**config.mk**
```make
export PLATFORM = sky130hd
export DESIGN_NAME = halt_ctrl_flat
export DESIGN_NICKNAME = d
export VERILOG_FILES = /design/src/rtl/halt_ctrl_pkg.sv /design/src/rtl/halt_ctrl_if.sv /design/src/rtl/halt_ctrl_sync.sv /design/src/rtl/halt_ctrl.sv /design/src/flat_wrapper.sv
export SDC_FILE = /design/constraint.sdc
export NUM_CORES = 1
export LEC_CHECK = 0
export CAP_MARGIN = 20
export CORE_MARGIN = 2
export CORE_UTILIZATION = 39
export DETAILED_ROUTE_END_ITERATION = 8
export GPL_TIMING_DRIVEN = 0
export PLACE_DENSITY = 0.7
export SETUP_SLACK_MARGIN = 0.1
export SYNTH_ARGS = -nofsm -noshare
export SYNTH_HDL_FRONTEND = slang
export SYNTH_HIERARCHICAL = 1
export SYNTH_SLANG_ARGS = --single-unit
```
**constraint.sdc**
```tcl
create_clock -name clk -period 1.8 [get_ports clk]
set_input_delay 0.54 -clock clk [delete_from_list [all_inputs] [get_ports clk]]
set_output_delay 0.54 -clock clk [all_outputs]
set_load 0.02 [all_outputs]
```
**src/rtl/halt_ctrl_pkg.sv**
```systemverilog
// Shared encodings for the pipeline halt/stall controller: host request codes,
// FSM states and the per-stage stall masks.
package halt_ctrl_pkg;

  localparam logic [1:0] HALT_RUN  = 2'b00;
  localparam logic [1:0] HALT_STEP = 2'b01;
  localparam logic [1:0] HALT_STOP = 2'b11;

  typedef enum logic [2:0] {
    ST_RUN,
    ST_DRAIN,
    ST_HALTED,
    ST_STEP,
    ST_STEP_DRAIN
  } state_t;

  // bit 0 = PC ... bit 5 = WB; a stage stall also holds every younger stage
  localparam logic [5:0] STALL_NONE = 6'b000000;
  localparam logic [5:0] STALL_IF   = 6'b000011;
  localparam logic [5:0] STALL_ID   = 6'b000111;
  localparam logic [5:0] STALL_EX   = 6'b001111;
  localparam logic [5:0] STALL_MEM  = 6'b011111;
  localparam logic [5:0] STALL_ALL  = 6'b111111;

  function automatic logic [5:0] base_stall(input logic req_mem, input logic req_ex,
                                            input logic req_id, input logic req_if);
    if (req_mem)     return STALL_MEM;
    else if (req_ex) return STALL_EX;
    else if (req_id) return STALL_ID;
    else if (req_if) return STALL_IF;
    else             return STALL_NONE;
  endfunction

endpackage

```
**src/rtl/halt_ctrl_if.sv**
```systemverilog
// Host request, per-stage stall requests and stall/halt status of the core.
interface halt_ctrl_if;
  logic [1:0] halt_req;
  logic       stallreq_if;
  logic       stallreq_id;
  logic       stallreq_ex;
  logic       stallreq_mem;
  logic       pipe_busy;
  logic [5:0] stall;
  logic       halted;
  logic       step_done;

  modport master (
    output halt_req, stallreq_if, stallreq_id, stallreq_ex, stallreq_mem, pipe_busy,
    input  stall, halted, step_done
  );

  modport slave (
    input  halt_req, stallreq_if, stallreq_id, stallreq_ex, stallreq_mem, pipe_busy,
    output stall, halted, step_done
  );
endinterface

```
**src/rtl/halt_ctrl_sync.sv**
```systemverilog
// Multi-flop synchronizer for an asynchronous bus, cleared to zero on reset.
module halt_sync #(
  parameter int W      = 2,
  parameter int STAGES = 2
) (
  input  logic         clk,
  input  logic         rst,
  input  logic [W-1:0] d,
  output logic [W-1:0] q
);

  logic [STAGES-1:0][W-1:0] sync_pipe;

  always_ff @(posedge clk or negedge rst) begin
    if (!rst) sync_pipe <= '0;
    else      sync_pipe <= {sync_pipe[STAGES-2:0], d};
  end

  assign q = sync_pipe[STAGES-1];

endmodule

```
**src/rtl/halt_ctrl.sv**
```systemverilog
// Stall/halt controller: drains the pipeline on a host halt, single-steps one
// fetch on an 11->01 request edge, and muxes the per-stage stall vector.
module halt_ctrl
  import halt_ctrl_pkg::*;
#(
  parameter int SYNC_STAGES = 2
) (
  input  logic         clk,
  input  logic         rst,
  halt_ctrl_if.slave   bus
);

  logic [1:0] hr, hr_prev;
  state_t     state, state_nx;
  logic [5:0] base, stall_nx;
  logic       idle;
  logic       halted_q, step_q;

  halt_sync #(.W(2), .STAGES(SYNC_STAGES)) u_sync (
    .clk (clk),
    .rst (rst),
    .d   (bus.halt_req),
    .q   (hr)
  );

  assign base = base_stall(bus.stallreq_mem, bus.stallreq_ex, bus.stallreq_id, bus.stallreq_if);
  assign idle = !bus.pipe_busy && (base == STALL_NONE);

  // hr[0] separates halt-like requests (11, 01) from run requests (00, 10)
  always_comb begin
    state_nx = state;
    stall_nx = base;
    unique case (state)
      ST_RUN: begin
        if (hr[0]) state_nx = ST_DRAIN;
      end
      ST_DRAIN: begin
        stall_nx = base | STALL_IF;
        if (!hr[0])    state_nx = ST_RUN;
        else if (idle) state_nx = ST_HALTED;
      end
      ST_HALTED: begin
        stall_nx = STALL_ALL;
        if (!hr[0])                                     state_nx = ST_RUN;
        else if (hr == HALT_STEP && hr_prev == HALT_STOP) state_nx = ST_STEP;
      end
      ST_STEP: begin
        if (base == STALL_NONE) state_nx = ST_STEP_DRAIN;
      end
      ST_STEP_DRAIN: begin
        // a started step always completes; run requests wait for HALTED
        stall_nx = base | STALL_IF;
        if (idle) state_nx = ST_HALTED;
      end
      default: begin
        state_nx = ST_RUN;
        stall_nx = STALL_NONE;
      end
    endcase
  end

  always_ff @(posedge clk or negedge rst) begin
    if (!rst) begin
      state    <= ST_RUN;
      hr_prev  <= HALT_RUN;
      halted_q <= 1'b0;
      step_q   <= 1'b0;
    end else begin
      state    <= state_nx;
      hr_prev  <= hr;
      halted_q <= (state_nx == ST_HALTED);
      step_q   <= (state == ST_STEP_DRAIN) && (state_nx == ST_HALTED);
    end
  end

  assign bus.stall     = stall_nx;
  assign bus.halted    = halted_q;
  assign bus.step_done = step_q;

endmodule
```
**src/flat_wrapper.sv**
```systemverilog
// flat-port wrapper written by rule: the top's interface ports become plain ports
module halt_ctrl_flat import halt_ctrl_pkg::*;
#(
  parameter int SYNC_STAGES = 2
)
  (clk, rst, bus_halt_req, bus_stallreq_if, bus_stallreq_id, bus_stallreq_ex, bus_stallreq_mem, bus_pipe_busy, bus_stall, bus_halted, bus_step_done);
  halt_ctrl_if bus_i ();
  input  logic clk;
  input  logic rst;
  input wire logic [$bits(bus_i.halt_req)-1:0] bus_halt_req;
  input wire logic [$bits(bus_i.stallreq_if)-1:0] bus_stallreq_if;
  input wire logic [$bits(bus_i.stallreq_id)-1:0] bus_stallreq_id;
  input wire logic [$bits(bus_i.stallreq_ex)-1:0] bus_stallreq_ex;
  input wire logic [$bits(bus_i.stallreq_mem)-1:0] bus_stallreq_mem;
  input wire logic [$bits(bus_i.pipe_busy)-1:0] bus_pipe_busy;
  output wire logic [$bits(bus_i.stall)-1:0] bus_stall;
  output wire logic [$bits(bus_i.halted)-1:0] bus_halted;
  output wire logic [$bits(bus_i.step_done)-1:0] bus_step_done;
  assign bus_i.halt_req = bus_halt_req;
  assign bus_i.stallreq_if = bus_stallreq_if;
  assign bus_i.stallreq_id = bus_stallreq_id;
  assign bus_i.stallreq_ex = bus_stallreq_ex;
  assign bus_i.stallreq_mem = bus_stallreq_mem;
  assign bus_i.pipe_busy = bus_pipe_busy;
  assign bus_stall = bus_i.stall;
  assign bus_halted = bus_i.halted;
  assign bus_step_done = bus_i.step_done;
  halt_ctrl #(.SYNC_STAGES(SYNC_STAGES)) u_core (.clk(clk), .rst(rst), .bus(bus_i));
endmodule
```
==> run metrics <==
status=finished, violations left; failing checks=setup timing; I/O pins=17; Post-DRT Antenna Nets=0; CP required=1.26 ns; initial antenna violation count=0; Final Power=533 µW; Worst VDD drop=0.000631 V; Netlist cell types=26; Worst Setup SP=bus_stallreq_if; Detailed Routing Iterations Pass 1=4; commonest non-fill, non-tap cell in the layout=buf_4; post-synthesis instance total=52; YS warnings=6; reg-to-reg startpoint=u_core/state[2]$_DFF_PN0_; total die area=1690 µm²; total CTS buffers=3; vias in the first global route=490; Fin Hold WS=0.348 ns; Final Util=0.702; Slew Limit Fails=0; first-pass GRT wire length=2230 µm; pre-CTS setup slack=-1.18 ns; GRT overflow=0; Final TNS setup=-0.827 ns; post-route minimum period=2.07 ns; antenna cells=0; vias per cell=5.45; via count=523; die width=41.1 µm; # nets final=91; Startpoint Class=input port; Tcrit/Tclk final=1.15; post-synth top area share=0.514; most frequent cells in the layout=buf_4, dfrtp_1, buf_6, nor2_1; fin worst setup slack=-0.265 ns; Hold Vio Cnt, Final=0; fmax=484 MHz; row count=13; P per Cell Area=591 nW/µm²; clock root buffer=clkbuf_4; post-synthesis mux area share=0; RD Place Congestion=0.786; complex-gate fraction of the synthesized area=0.189; die height=41.1 µm; clock sink count=11; XOR/XNOR Fraction of Synth Area=0; routed wire length=1410 µm; count of hold-fix buffers inserted at cts=0; Register-to-Register Path Depth=7; Worst setup EP type=primary output; largest family of logic cells by synthesized area=simple AND/OR/NAND/NOR gates; Core Box Area=1280 µm²; Adder-Cell Fraction of Synth Area=0; DRC Markers=0; Max transition margin=0.645; top area cells in the synthesized netlist=dfrtp_1, nor2_1, buf_4; Critical Path End=bus_stall[1]; Seq cells post-synth=11; clk buf depth=2; Synth Area in Simple Gates=0.217; worst path arrival time=1.53 ns; DRT iter0 DRCs=11; reg2reg end=u_core/bus.halted$_DFF_PN0_; # H-tree levels=1; Worst Tran Pin Value=0.531 ns; clk slew on worst S/H paths=0.06 ns; RSZ-0062 raised after global routing=yes; leakage power=0.000411 µW; maxcap violations=0; largest net degree at the start of global routing=12; area grow syn2layout=68.5%; synthesized net count=61; sequential area share after synthesis=0.514; setup violators final=6; Avg Inst Size Synth=10.3 µm²; Tot GR Track Use=0.216; worst reg2reg setup slack=0.24 ns; TritonCTS clock tree=done; Crit Path Class=in2out; Port-buffer cells=16; layout cell share with drive strength beyond 1=0.494; mapped cell area=536 µm²; CP Max Fanout=3; Clock Skews=0.0129 ns; starting density of the core=0.417; largest area contributor in the synthesized netlist=dfrtp_1; Worst Hold Class=reg2reg; drt wl/cell=14.7 µm; Skew-Pair Late Insertion Delay=0.28 ns; DP HPWL=864 µm
-- state kept, by name, summed over array words and instances, names as in the netlist --
register	flops
u_core/u_sync/q	2
u_core/hr_prev	2
u_core/bus.step_done	1
u_core/u_sync/sync_pipe	2
u_core/state	3
u_core/bus.halted	1
-- worst min-delay path by stage --
stage                                               from                            to  slack, ns  cells after the start
floorplan                                            rst   u_core/bus.halted$_DFF_PN0_       0.24                      0
global placement    u_core/u_sync/sync_pipe[1]$_DFF_PN0_  u_core/u_sync/q[1]$_DFF_PN0_       0.33                      0
detailed placement  u_core/u_sync/sync_pipe[0]$_DFF_PN0_  u_core/u_sync/q[0]$_DFF_PN0_       0.34                      0
CTS                 u_core/u_sync/sync_pipe[0]$_DFF_PN0_  u_core/u_sync/q[0]$_DFF_PN0_       0.35                      0
global route        u_core/u_sync/sync_pipe[0]$_DFF_PN0_  u_core/u_sync/q[0]$_DFF_PN0_       0.37                      0
finish              u_core/u_sync/sync_pipe[0]$_DFF_PN0_  u_core/u_sync/q[0]$_DFF_PN0_       0.35                      0
-- power breakdown --
group	internal [µW]	total [µW]	switching [µW]
Clock	85.9	173	86.6
Sequential	256	261	4.94
Combinational	51.8	99.4	47.6
Total	394	533	139
-- timing repair --
item                       CTS  global route
pin swaps                    5             2
resized for setup           69             3
setup endpoints to repair   10             6
setup buffers                8             1
-- metrics by stage --
step | cell area [µm²] | cells
3_3_place_gp | 749 | 83
5_1_grt | 902 | 96
6_report | 902 | 96
3_5_place_dp | 749 | 83
2_1_floorplan | 571 | 52
4_1_cts | 886 | 95
-- kinds of logic (layout without fill, tap and decap cells) --
kind of cell | count (synthesis) | after routing
simple gates | 20 | 20
buf+inv | 8 | 37
flops | 11 | 11
compound gates | 13 | 13
-- routing by layer --
metal | part of all wire | vias to the layer above | wire length [µm] | GRT usage
met5 | 0 | - | 0 | 0
met4 | 0.012 | 0 | 17 | 0.0917
met3 | 0.064 | 4 | 90 | 0.114
met2 | 0.49 | 21 | 692 | 0.316
met1 | 0.43 | 250 | 612 | 0.260
li1 | - | 248 | - | -
-- cells in the mapped netlist --
cell type and n:
dfrtp_1 11, nor2_1 7, nand2_1 5, buf_4 3, inv_1 3, o21ai_0 2, o22ai_1 2, a211oi_1 1
a21o_1 1, a21oi_1 1, a221oi_1 1, and3_2 1, buf_2 1, clkbuf_1 1, nand2_2 1, nand2b_1 1
nand3_1 1, nand3b_1 1, nand4b_1 1, nor4_4 1, nor4b_1 1, o2111a_1 1, o2111ai_2 1, o21a_1 1
o2bb2ai_1 1, o31ai_1 1
-- cell type report --
cell class                 count  area [µm²]
sequential                    11         277
clock buffer                   4        26.3
fill                          94         383
timing repair buffer          25         240
buffer                         5        52.6
inverter                       3        13.8
tap                           15        18.8
multi-input combinational     33         274
-- worst max-delay path, cell delays in order --
cell and delay, ns:
buf_8 0.10, nor4_4 0.25, buf_4 0.17, and3_4 0.19, a221oi_4 0.04, buf_6 0.12
buf_6 0.12
Power figures use the tool's default switching activity.
